===== src/rtl/imu_filter.sv =====
// imu_filter: per-channel EMA over 80-bit IMU burst frames, one channel per cycle.
// Optional gyro bias calibration is built when IMU_FILTER_BIAS_EN is defined.
module imu_filter #(
  parameter int unsigned ALPHA_SHIFT = 2,
  parameter int unsigned CAL_LOG2    = 4
) (
  input  logic        hz100,
  input  logic        n_rst,
  input  logic        clk_en,
  input  logic        data_ready,
  input  logic [79:0] data_in,
  output logic        filter_ready,
  output logic        filt_valid,
  output logic [79:0] filt_data,
  output logic        bias_done
);

  localparam int          NCH    = 5;
  localparam int unsigned WORD_W = 16;
  localparam int unsigned IDX_W  = 3;

  typedef enum logic [1:0] {ST_IDLE, ST_PROC, ST_DONE} state_t;

  // Reject out-of-range gain or calibration length at elaboration.
  if (ALPHA_SHIFT > 7 || CAL_LOG2 > 8) begin : g_param_chk
    $error("imu_filter: ALPHA_SHIFT must be 0..7 and CAL_LOG2 0..8");
  end

  state_t                     state_q, state_d;
  logic [IDX_W-1:0]           idx_q, idx_d;
  logic [79:0]                frame_q, frame_d;
  logic signed [WORD_W-1:0]   ema_q [NCH];
  logic signed [WORD_W-1:0]   ema_d [NCH];
  logic                       seeded_q, seeded_d;
  logic                       filter_ready_q, filter_ready_d;
  logic                       filt_valid_q, filt_valid_d;
  logic [79:0]                filt_data_q, filt_data_d;

  logic [WORD_W-1:0]          x_raw;
  logic signed [WORD_W-1:0]   x_cur, y_cur, y_new;
  logic signed [WORD_W:0]     diff, step;
  logic                       seed_c, zero_c;

`ifdef IMU_FILTER_BIAS_EN
  localparam int unsigned CNT_W      = CAL_LOG2 + 1;
  localparam int unsigned CAL_FRAMES = 1 << CAL_LOG2;

  logic [CNT_W-1:0]           cal_cnt_q, cal_cnt_d;
  logic signed [23:0]         sum_gx_q, sum_gx_d, sum_gy_q, sum_gy_d;
  logic                       bias_done_q, bias_done_d;
  logic                       gyro_seeded_q, gyro_seeded_d;
  logic [WORD_W-1:0]          bias_gx, bias_gy, bias_w;
  logic [WORD_W:0]            corr;

  // Bias is the mean of the calibration sums; sums freeze once calibration ends.
  assign bias_gx   = WORD_W'(sum_gx_q >>> CAL_LOG2);
  assign bias_gy   = WORD_W'(sum_gy_q >>> CAL_LOG2);
  assign bias_done = bias_done_q;
`else
  assign bias_done = 1'b1;
`endif

  // Next-state, EMA datapath and registered-output decode.
  always_comb begin
    state_d        = state_q;
    idx_d          = idx_q;
    frame_d        = frame_q;
    ema_d          = ema_q;
    seeded_d       = seeded_q;
    filter_ready_d = filter_ready_q;
    filt_valid_d   = 1'b0;
    filt_data_d    = filt_data_q;
    x_raw          = '0;
    y_cur          = '0;
    for (int k = 0; k < NCH; k++) begin
      if (idx_q == IDX_W'(k)) begin
        x_raw = frame_q[WORD_W*(NCH-1-k) +: WORD_W];
        y_cur = ema_q[k];
      end
    end
    x_cur  = x_raw;
    seed_c = !seeded_q;
    zero_c = 1'b0;
`ifdef IMU_FILTER_BIAS_EN
    cal_cnt_d     = cal_cnt_q;
    sum_gx_d      = sum_gx_q;
    sum_gy_d      = sum_gy_q;
    bias_done_d   = bias_done_q;
    gyro_seeded_d = gyro_seeded_q;
    bias_w        = (idx_q == IDX_W'(3)) ? bias_gx : bias_gy;
    corr          = {x_raw[15], x_raw} - {bias_w[15], bias_w};
    if (idx_q >= IDX_W'(3)) begin
      if (!bias_done_q) begin
        zero_c = 1'b1;
      end else begin
        if (corr[16] != corr[15]) x_cur = corr[16] ? 16'sh8000 : 16'sh7FFF;
        else                      x_cur = corr[15:0];
        seed_c = !gyro_seeded_q;
      end
    end
`endif
    diff = {x_cur[15], x_cur} - {y_cur[15], y_cur};
    step = diff >>> ALPHA_SHIFT;
    if (zero_c)      y_new = '0;
    else if (seed_c) y_new = x_cur;
    else             y_new = WORD_W'({y_cur[15], y_cur} + step);

    case (state_q)
      ST_IDLE: begin
        filter_ready_d = 1'b1;
        if (data_ready) begin
          frame_d        = data_in;
          idx_d          = '0;
          state_d        = ST_PROC;
          filter_ready_d = 1'b0;
        end
      end
      ST_PROC: begin
        for (int k = 0; k < NCH; k++) begin
          if (idx_q == IDX_W'(k)) ema_d[k] = y_new;
        end
`ifdef IMU_FILTER_BIAS_EN
        if (!bias_done_q) begin
          if (idx_q == IDX_W'(3)) sum_gx_d = sum_gx_q + {{8{x_raw[15]}}, x_raw};
          if (idx_q == IDX_W'(4)) sum_gy_d = sum_gy_q + {{8{x_raw[15]}}, x_raw};
        end
`endif
        if (idx_q == IDX_W'(NCH-1)) begin
          state_d      = ST_DONE;
          idx_d        = '0;
          seeded_d     = 1'b1;
          filt_valid_d = 1'b1;
          filt_data_d  = {ema_d[0], ema_d[1], ema_d[2], ema_d[3], ema_d[4]};
`ifdef IMU_FILTER_BIAS_EN
          if (!bias_done_q) begin
            cal_cnt_d = cal_cnt_q + CNT_W'(1);
            if (cal_cnt_q == CNT_W'(CAL_FRAMES - 1)) bias_done_d = 1'b1;
          end else begin
            gyro_seeded_d = 1'b1;
          end
`endif
        end else begin
          idx_d = idx_q + IDX_W'(1);
        end
      end
      ST_DONE: begin
        state_d        = ST_IDLE;
        filter_ready_d = 1'b1;
      end
      default: state_d = ST_IDLE;
    endcase
  end

  // State and output registers; everything holds while clk_en is low.
  always_ff @(posedge hz100 or negedge n_rst) begin
    if (!n_rst) begin
      state_q        <= ST_IDLE;
      idx_q          <= '0;
      frame_q        <= '0;
      for (int k = 0; k < NCH; k++) ema_q[k] <= '0;
      seeded_q       <= 1'b0;
      filter_ready_q <= 1'b1;
      filt_valid_q   <= 1'b0;
      filt_data_q    <= '0;
`ifdef IMU_FILTER_BIAS_EN
      cal_cnt_q      <= '0;
      sum_gx_q       <= '0;
      sum_gy_q       <= '0;
      bias_done_q    <= 1'b0;
      gyro_seeded_q  <= 1'b0;
`endif
    end else if (clk_en) begin
      state_q        <= state_d;
      idx_q          <= idx_d;
      frame_q        <= frame_d;
      ema_q          <= ema_d;
      seeded_q       <= seeded_d;
      filter_ready_q <= filter_ready_d;
      filt_valid_q   <= filt_valid_d;
      filt_data_q    <= filt_data_d;
`ifdef IMU_FILTER_BIAS_EN
      cal_cnt_q      <= cal_cnt_d;
      sum_gx_q       <= sum_gx_d;
      sum_gy_q       <= sum_gy_d;
      bias_done_q    <= bias_done_d;
      gyro_seeded_q  <= gyro_seeded_d;
`endif
    end
  end

  assign filter_ready = filter_ready_q;
  assign filt_valid   = filt_valid_q;
  assign filt_data    = filt_data_q;

endmodule


===== config.mk =====
export PLATFORM = sky130hd
export DESIGN_NAME = imu_filter
export DESIGN_NICKNAME = d
export VERILOG_FILES = /design/src/rtl/imu_filter.sv
export SDC_FILE = /design/constraint.sdc
export NUM_CORES = 1
export LEC_CHECK = 0
export CAP_MARGIN = 20
export CELL_PAD_IN_SITES_DETAIL_PLACEMENT = 1
export CELL_PAD_IN_SITES_GLOBAL_PLACEMENT = 1
export CORE_UTILIZATION = 46
export DETAILED_ROUTE_END_ITERATION = 16
export PLACE_DENSITY_LB_ADDON = 0.1
export SYNTH_ARGS = -nofsm -noshare
export SYNTH_HDL_FRONTEND = slang
export SYNTH_SLANG_ARGS = --single-unit

===== constraint.sdc =====
create_clock -name hz100 -period 12.69 [get_ports hz100]
set_input_delay 3.1725 -clock hz100 [delete_from_list [all_inputs] [get_ports hz100]]
set_output_delay 3.1725 -clock hz100 [all_outputs]
set_load 0.01 [all_outputs]

==> results of run 1 <==
==> critical path: stages, from the launching register on <==
cell and delay [ps]:
dfrtp_1 420, inv_1 110, ha_1 510, nor3b_2 250, buf_4 330, a22oi_1 220
a211oi_1 290, a21oi_1 70, o21ai_0 390, ha_1 390, o2111ai_1 210, o2111a_2 350
a211oi_2 120, o311ai_0 590, a21oi_1 210, o21a_1 240, o21a_1 170, nor2_1 110
xnor2_1 80, ha_1 370, a2111o_1 440, o32ai_1 370, xnor3_1 320, a21oi_2 290
mux2_2 220
==> through the flow <==
stage,worst slack [ps],util [%],hold WS [ps]
2_1_floorplan,6391,-,449.8
4_1_cts,5622,57.75,479.0
3_5_place_dp,5738,54.11,465.7
3_3_place_gp,5962,54.11,459.0
5_1_grt,5151,58.02,489.5
6_report,5536,58.02,474.7
==> registers in the layout, summed over array words and instances, names as in the netlist <==
name	cells
frame_q	80
filt_data	80
idx_q	3
ema_q	80
state_q	2
seeded_q	1
filt_valid	1
filter_ready	1
==> metal layers <==
metal	global-route usage, %	wire length [um]	vias to the layer above
li1	-	-	4689
met1	35.97	16230	5182
met2	48.74	18900	274
met3	3.146	1480	72
met4	9.219	1195	0
met5	0	0	-
==> kinds of logic (layout without fill, tap and decap cells) <==
family	count (synthesis)	after routing	share of synthesized area, %
buffers and inverters	119	266	3.954
adder cells (fa/ha/maj)	34	34	3.399
multiplexers	102	102	9.159
flip-flops	248	248	50.04
AND/OR/NAND/NOR	406	406	13.82
other	1	1	0.03023
AO/OA/AOI/OAI	340	340	18.16
XOR/XNOR	18	18	1.442
==> path summary, 6_finish.rpt <==
| path | endpoint | slack (ps) | cells after the start |
|---|---|---|---|
| min in group asynchronous | filt_data[71]$_DFFE_PN0P_ | 2660 | 1 |
| min reg2reg | filt_data[55]$_DFFE_PN0P_ | 470 | 2 |
| max reg2reg | ema_q[63]$_DFFE_PN0P_ | 5540 | 24 |
| max | ema_q[63]$_DFFE_PN0P_ | 5540 | 24 |
| min | filt_data[55]$_DFFE_PN0P_ | 470 | 2 |
| max in group asynchronous | frame_q[7]$_DFFE_PN0P_ | 7670 | 3 |
==> area by class of cell <==
type | count | share of cell area [%]
inverter | 39 | 0.9601
timing repair buffer | 177 | 11.77
clock inverter | 13 | 1.256
tap | 335 | 2.749
sequential | 248 | 40.71
multi-input combinational | 901 | 37.54
clock buffer | 37 | 5.014
==> cell usage in the layout, fill, tap and decap left out, types with 4 or more instances in the layout <==
cell and instances:
a211oi_1 33, a21o_1 16, a21oi_1 81, a22oi_1 27
and2_1 6, and3_1 8, buf_4 9, bufinv_16 4
clkbuf_1 6, clkbuf_16 28, clkdlybuf4s50_1 164, dfrtp_1 247
ha_1 31, inv_1 39, mux2_2 92, mux2i_1 10
nand2_1 249, nand2b_1 7, nand3_1 12, nand3b_1 7
nor2_1 79, nor2b_1 4, nor3_1 11, o211ai_1 7
o21a_1 22, o21ai_0 84, o21ai_1 16, o31ai_1 5
or2_2 5, xnor2_1 12, xor2_1 4
==> Yosys cell counts (3+ instances only) <==
library cell / n / share of area (%)
o21ai_0: 84 / 3.4
o21ai_1: 16 / 0.65
clkbuf_1: 56 / 1.7
nand3_1: 12 / 0.48
nor2b_1: 5 / 0.25
nand2b_1: 7 / 0.35
ha_1: 32 / 3.2
a21oi_1: 81 / 3.3
a221oi_2: 3 / 0.36
o22ai_1: 3 / 0.15
inv_1: 39 / 1.2
o211ai_1: 7 / 0.42
or2_2: 5 / 0.25
buf_6: 4 / 0.36
nor2_1: 79 / 2.4
o31ai_1: 5 / 0.30
nand2_1: 250 / 7.6
and2_1: 7 / 0.35
nand3b_1: 7 / 0.42
nor3_1: 11 / 0.44
a22oi_1: 27 / 1.6
a21o_1: 16 / 0.97
a211oi_1: 33 / 2.0
and4_1: 3 / 0.21
a31oi_1: 3 / 0.15
xor2_1: 4 / 0.28
a221o_1: 3 / 0.24
o21a_1: 22 / 1.3
buf_2: 5 / 0.20
mux2i_1: 10 / 0.81
mux2_2: 92 / 8.4
dfrtp_1: 247 / 50
and3_1: 8 / 0.40
xnor2_1: 12 / 0.85
buf_1: 13 / 0.39
==> summary.md, run 1 <==
| Metric | Value |
|---|---|
| First-pass GRT wire length | `between 60 and 70 mm` |
| CP startpoint | `idx_q[0]$_DFFE_PN0P_` |
| Largest net degree at the start of global routing | `between 100 and 150` |
| Vias in the first global route | `roughly 11000` |
| Cell Count, Final, Fillers Out | `1750` |
| Worst slew pin tran | `1039 ps` |
| Mapped Area | `roughly 0.012 mm2` |
| Share of cells above drive strength 1 | `between 10% and 20%` |
| Clock skew | `23.01 ps` |
| Total routed wirelength | `37.80 mm` |
| Status | `finished, violations left` |
| Syn Nets | `about 1400` |
| CP Launch Type | `flop` |
| Cells after Synth | `1268` |
| Fin crit share | `between 50 and 60%` |
| CTS-repair resized insts | `0` |
| IO buf count | `between 150 and 200` |
| Clk_lat worst skew | `between 500 and 600 ps` |
| Clock Tree Root | `clkbuf_16` |
| Final Cell Area | `around 0.015 mm2` |
| GRT Util Overall | `27.84%` |
| Max-cap violations | `0` |
| Core region area | `between 0.02 and 0.03 mm2` |
| Layout Nets | `around 1500` |
| Clk pin slew, worst setup/hold paths | `60 ps` |
| Final Max Slew Viols | `0` |
| ANT nets after route | `0` |
| DRC | `9` |
| CTS Sinks | `about 250` |
| Failing checks | `design-rule violations` |
| N_diodes | `0` |
| Area of the multi-input gates | `approximately 0.0057 mm2` |
| DIE AREA | `0.02763 mm2` |
| Starting Density | `a little under half` |
| Most common flop cell mapped by yosys | `dfrtp_1` |
| TritonCTS clock tree | `done` |
| Async S/R FF share, synth | `between 90% and 100%` |
| Drt first pass iters | `11` |
| RSZ-0062 raised after global routing | `no` |
| CP Data Required Time | `13180 ps` |
| DPL Wire Length | `about 26 mm` |
| Via/cell ratio | `5.838` |
| Final setup vio count | `0` |
| WL/cell | `about 22 um` |
| F_max | `0.1398 GHz` |
| Via Count | `10217` |
| Setup bufs post-CTS | `0` |
| Distinct cells, synth | `84` |
| Worst hold path class | `flop to flop` |
| Avg Synthesized Cell Area | `approximately 9.8 um2` |
| Cells after DPL | `around 1700` |
| Worst r2r src | `idx_q[0]$_DFFE_PN0P_` |
| Grt total ovfl | `0` |
| Worst Path Arrival | `around 7600 ps` |
| # H-tree levels | `1` |
| Worst Hold Launch | `filt_data[55]$_DFFE_PN0P_` |
| Fin crit period | `about 7200 ps` |
| Kind of critical path | `flop to flop` |
| Placer Congestion | `0.9103` |
| Post-DP Area | `between 0.01 and 0.015 mm2` |
| Area grow syn2layout | `22.92%` |
| 1st-iter DRT viols | `around 620` |
| Synth warn | `0` |
| Setup TNS | `0 ps` |
| Slew margin rel. | `between 30% and 40%` |
| Hold buffer count at CTS | `0` |
| Final hold violations | `0` |
| Register area share after synthesis | `50.04%` |
| Site Rows | `59` |
| Die X-Extent | `approximately 170 um` |
| Post-synth EDFFs | `0` |
| Die height | `166.2 um` |
| Num CTS Buffers | `28` |
| Fillers | `~2900` |
| Worst Setup End Kind | `flop` |
| Initial antenna violation count | `0` |
| Io pins | `167` |
| Yosys reg bits | `248` |
| Register Area | `around 0.0062 mm2` |
| Clock Path Buffers | `3` |
| CP Max Fanout | `26` |
Power of run 1 is left out: the tool's default activity adds up to more than one toggle a clock period on the data nets, which glitch-free logic cannot reach.
==> run 2: changes to the inputs <==
- CORE_UTILIZATION: 46 -> 43
- clock period: 12.69 -> 6.75 ns (I/O delays scaled with it)
==> run 2 against run 1 <==
Against the previous run:
- the run now ends clean
- die area is 6.9% higher
- cell count grew 3.1%
- clock skew is 12 ps lower
- global-route usage is 2.5 points lower
- setup slack worse by 5100 ps
- highest routed layer unchanged
- hold slack got worse by 4.8 ps
- wire length shrank 4.0%
- cell area up 0.21%
- count of clock-buffer cells in the layout up 6
- via count down 2.1%
- sequential share of layout area is 0.075 points lower
==> summary.md, run 2 (synthesized netlist as in run 1, its figures left out) <==
| Metric | Value |
|---|---|
| Status | `completed` |
| WL/cell | `~20 um` |
| ANT nets after route | `0` |
| Share of cells above drive strength 1 | `13.81%` |
| Worst slew pin tran | `1060 ps` |
| Setup TNS | `0 ps` |
| Slowest stage delay, CP | `between 400 and 500 ps` |
| Clock skew | `between 10 and 15 ps` |
| Via/cell ratio | `about 5.5` |
| Worst Path Arrival | `around 6800 ps` |
| Worst Setup End Kind | `flop` |
| Clk_lat worst skew | `approximately 550 ps` |
| Drt first pass iters | `5` |
| First-pass GRT wire length | `around 58 mm` |
| Initial antenna violation count | `0` |
| Final Max Slew Viols | `0` |
| Hold buffer count at CTS | `0` |
| WHS | `roughly 470 ps` |
| Die height | `between 150 and 200 um` |
| Slowest CP cell | `o311ai_0` |
| TritonCTS clock tree | `done` |
| Setup crit end | `ema_q[47]$_DFFE_PN0P_` |
| Worst hold path class | `flop to flop` |
| CTS Sinks | `approximately 250` |
| N_diodes | `0` |
| Clock Path Buffers | `3` |
| CP Data Required Time | `approximately 7200 ps` |
| Post-DP Area | `0.01441 mm2` |
| Fin crit share | `between 90% and 100%` |
| Flop2flop setup slack | `480 ps` |
| Layout Nets | `~1500` |
| F_max | `about 0.16 GHz` |
| Die X-Extent | `171.8 um` |
| Register Area | `0.006208 mm2` |
| Core region area | `0.02809 mm2` |
| FF-to-FF End | `ema_q[47]$_DFFE_PN0P_` |
| Most used cell, CP | `o21a_1` |
| Num CTS Buffers | `27` |
| Via Count | `10003` |
| Clk pin slew, worst setup/hold paths | `~60 ps` |
| Fin crit period | `approximately 6300 ps` |
| Kind of critical path | `flop to flop` |
| CP startpoint | `idx_q[1]$_DFFE_PN0P_` |
| CP Max Fanout | `14` |
| Max-cap violations | `0` |
| DRC | `0` |
| IO buf count | `approximately 170` |
| Final Cell Area | `about 0.015 mm2` |
| DPL Wire Length | `about 26 mm` |
| RSZ-0062 raised after global routing | `no` |
| Crit path cell chain | `inv_1 -> ha_2 -> nor2b_4 -> buf_4 -> a22oi_1 -> a211oi_1 -> a21oi_1 -> o21ai_0 -> ha_1 -> o21a_1 -> nor2_1 -> a211oi_2 -> o311ai_0 -> a21oi_1 -> o21a_1 -> o21a_1 -> nor2_1 -> xnor2_1 -> ha_1 -> a2111o_1 -> o32ai_1 -> xnor3_1 -> a21oi_2 -> mux2_2` |
| DIE AREA | `slightly below 0.03 mm2` |
| Commonest non-fill, non-tap cell in the layout | `nand2_1` |
| Final setup vio count | `0` |
| Starting Density | `44.16%` |
| Placer Congestion | `approximately 0.86` |
| Area of the multi-input gates | `around 0.0057 mm2` |
| Grt total ovfl | `0` |
| Final hold violations | `0` |
| 1st-iter DRT viols | `589` |
| Area grow syn2layout | `23.17%` |
| Worst reg2reg path depth | `24` |
| Vias in the first global route | `10326` |
| Most frequent cells in the layout | `249 x nand2_1, 246 x dfrtp_1, 164 x clkdlybuf4s50_1` |
| Worst r2r src | `idx_q[1]$_DFFE_PN0P_` |
| GRT Util Overall | `25.36%` |
| Clock Tree Root | `clkbuf_16` |
| CP Launch Type | `flop` |
| # H-tree levels | `1` |
| Largest net degree at the start of global routing | `between 100 and 150` |
| Site Rows | `between 60 and 70` |
| Io pins | `167` |
| Slew margin rel. | `approximately 27%` |
| Fillers | `between 3000 and 4000` |
| Total routed wirelength | `36.28 mm` |
run 2: stage by stage:
stage,utilization (%),setup WS [ps],instances
after global placement,51.31,382.0,1755
after CTS,54.34,132.7,1804
after global routing,54.40,26.28,1804
after floorplan,-,451.4,1268
after detailed placement,51.31,179.6,1755
final,54.40,478.4,1804
run 2: metal layers:
metal / part of all wire [%] / track usage [%]
met1: 45 / 34.13
met2: 48 / 42.90
met3: 4.3 / 3.290
met4: 2.5 / 6.887
met5: 0 / 0
run 2: critical path, delay by kind of cell, from the launching register on:
kind,cells,cell delay (ps)
compound gates,13,3150
xor+xnor,2,460
fa+ha+maj,3,1050
buf+inv,2,330
flops,1,410
mux,1,220
simple gates,3,590
run 2: repair_timing:
| action | CTS | global route |
|---|---|---|
| gates resized for setup | 0 | 4 |
| setup endpoints to repair | 0 | 37 |
| setup buffers | 0 | 0 |
run 2: how the worst min path moves through the flow:
| stage | slack [ps] | depth (start not counted) | to | from |
|---|---|---|---|---|
| floorplan | 450 | 2 | ema_q[32]$_DFFE_PN0P_ | ema_q[32]$_DFFE_PN0P_ |
| global placement | 460 | 2 | filt_data[36]$_DFFE_PN0P_ | filt_data[36]$_DFFE_PN0P_ |
| detailed placement | 460 | 2 | filt_data[74]$_DFFE_PN0P_ | filt_data[74]$_DFFE_PN0P_ |
| CTS | 480 | 2 | filt_data[37]$_DFFE_PN0P_ | filt_data[37]$_DFFE_PN0P_ |
| global route | 490 | 1 | filt_data[20]$_DFFE_PN0P_ | filt_data[20]$_DFFE_PN0P_ |
| finish | 470 | 2 | filt_data[37]$_DFFE_PN0P_ | filt_data[37]$_DFFE_PN0P_ |
run 2: area by class of cell:
type | count | share of cell area [%]
clock inverter | 6 | 0.2375
inverter | 39 | 0.9582
clock buffer | 43 | 5.339
multi-input combinational | 901 | 37.55
sequential | 248 | 40.64
timing repair buffer | 189 | 12.19
tap | 378 | 3.096
Power of run 2 is left out for the same reason.
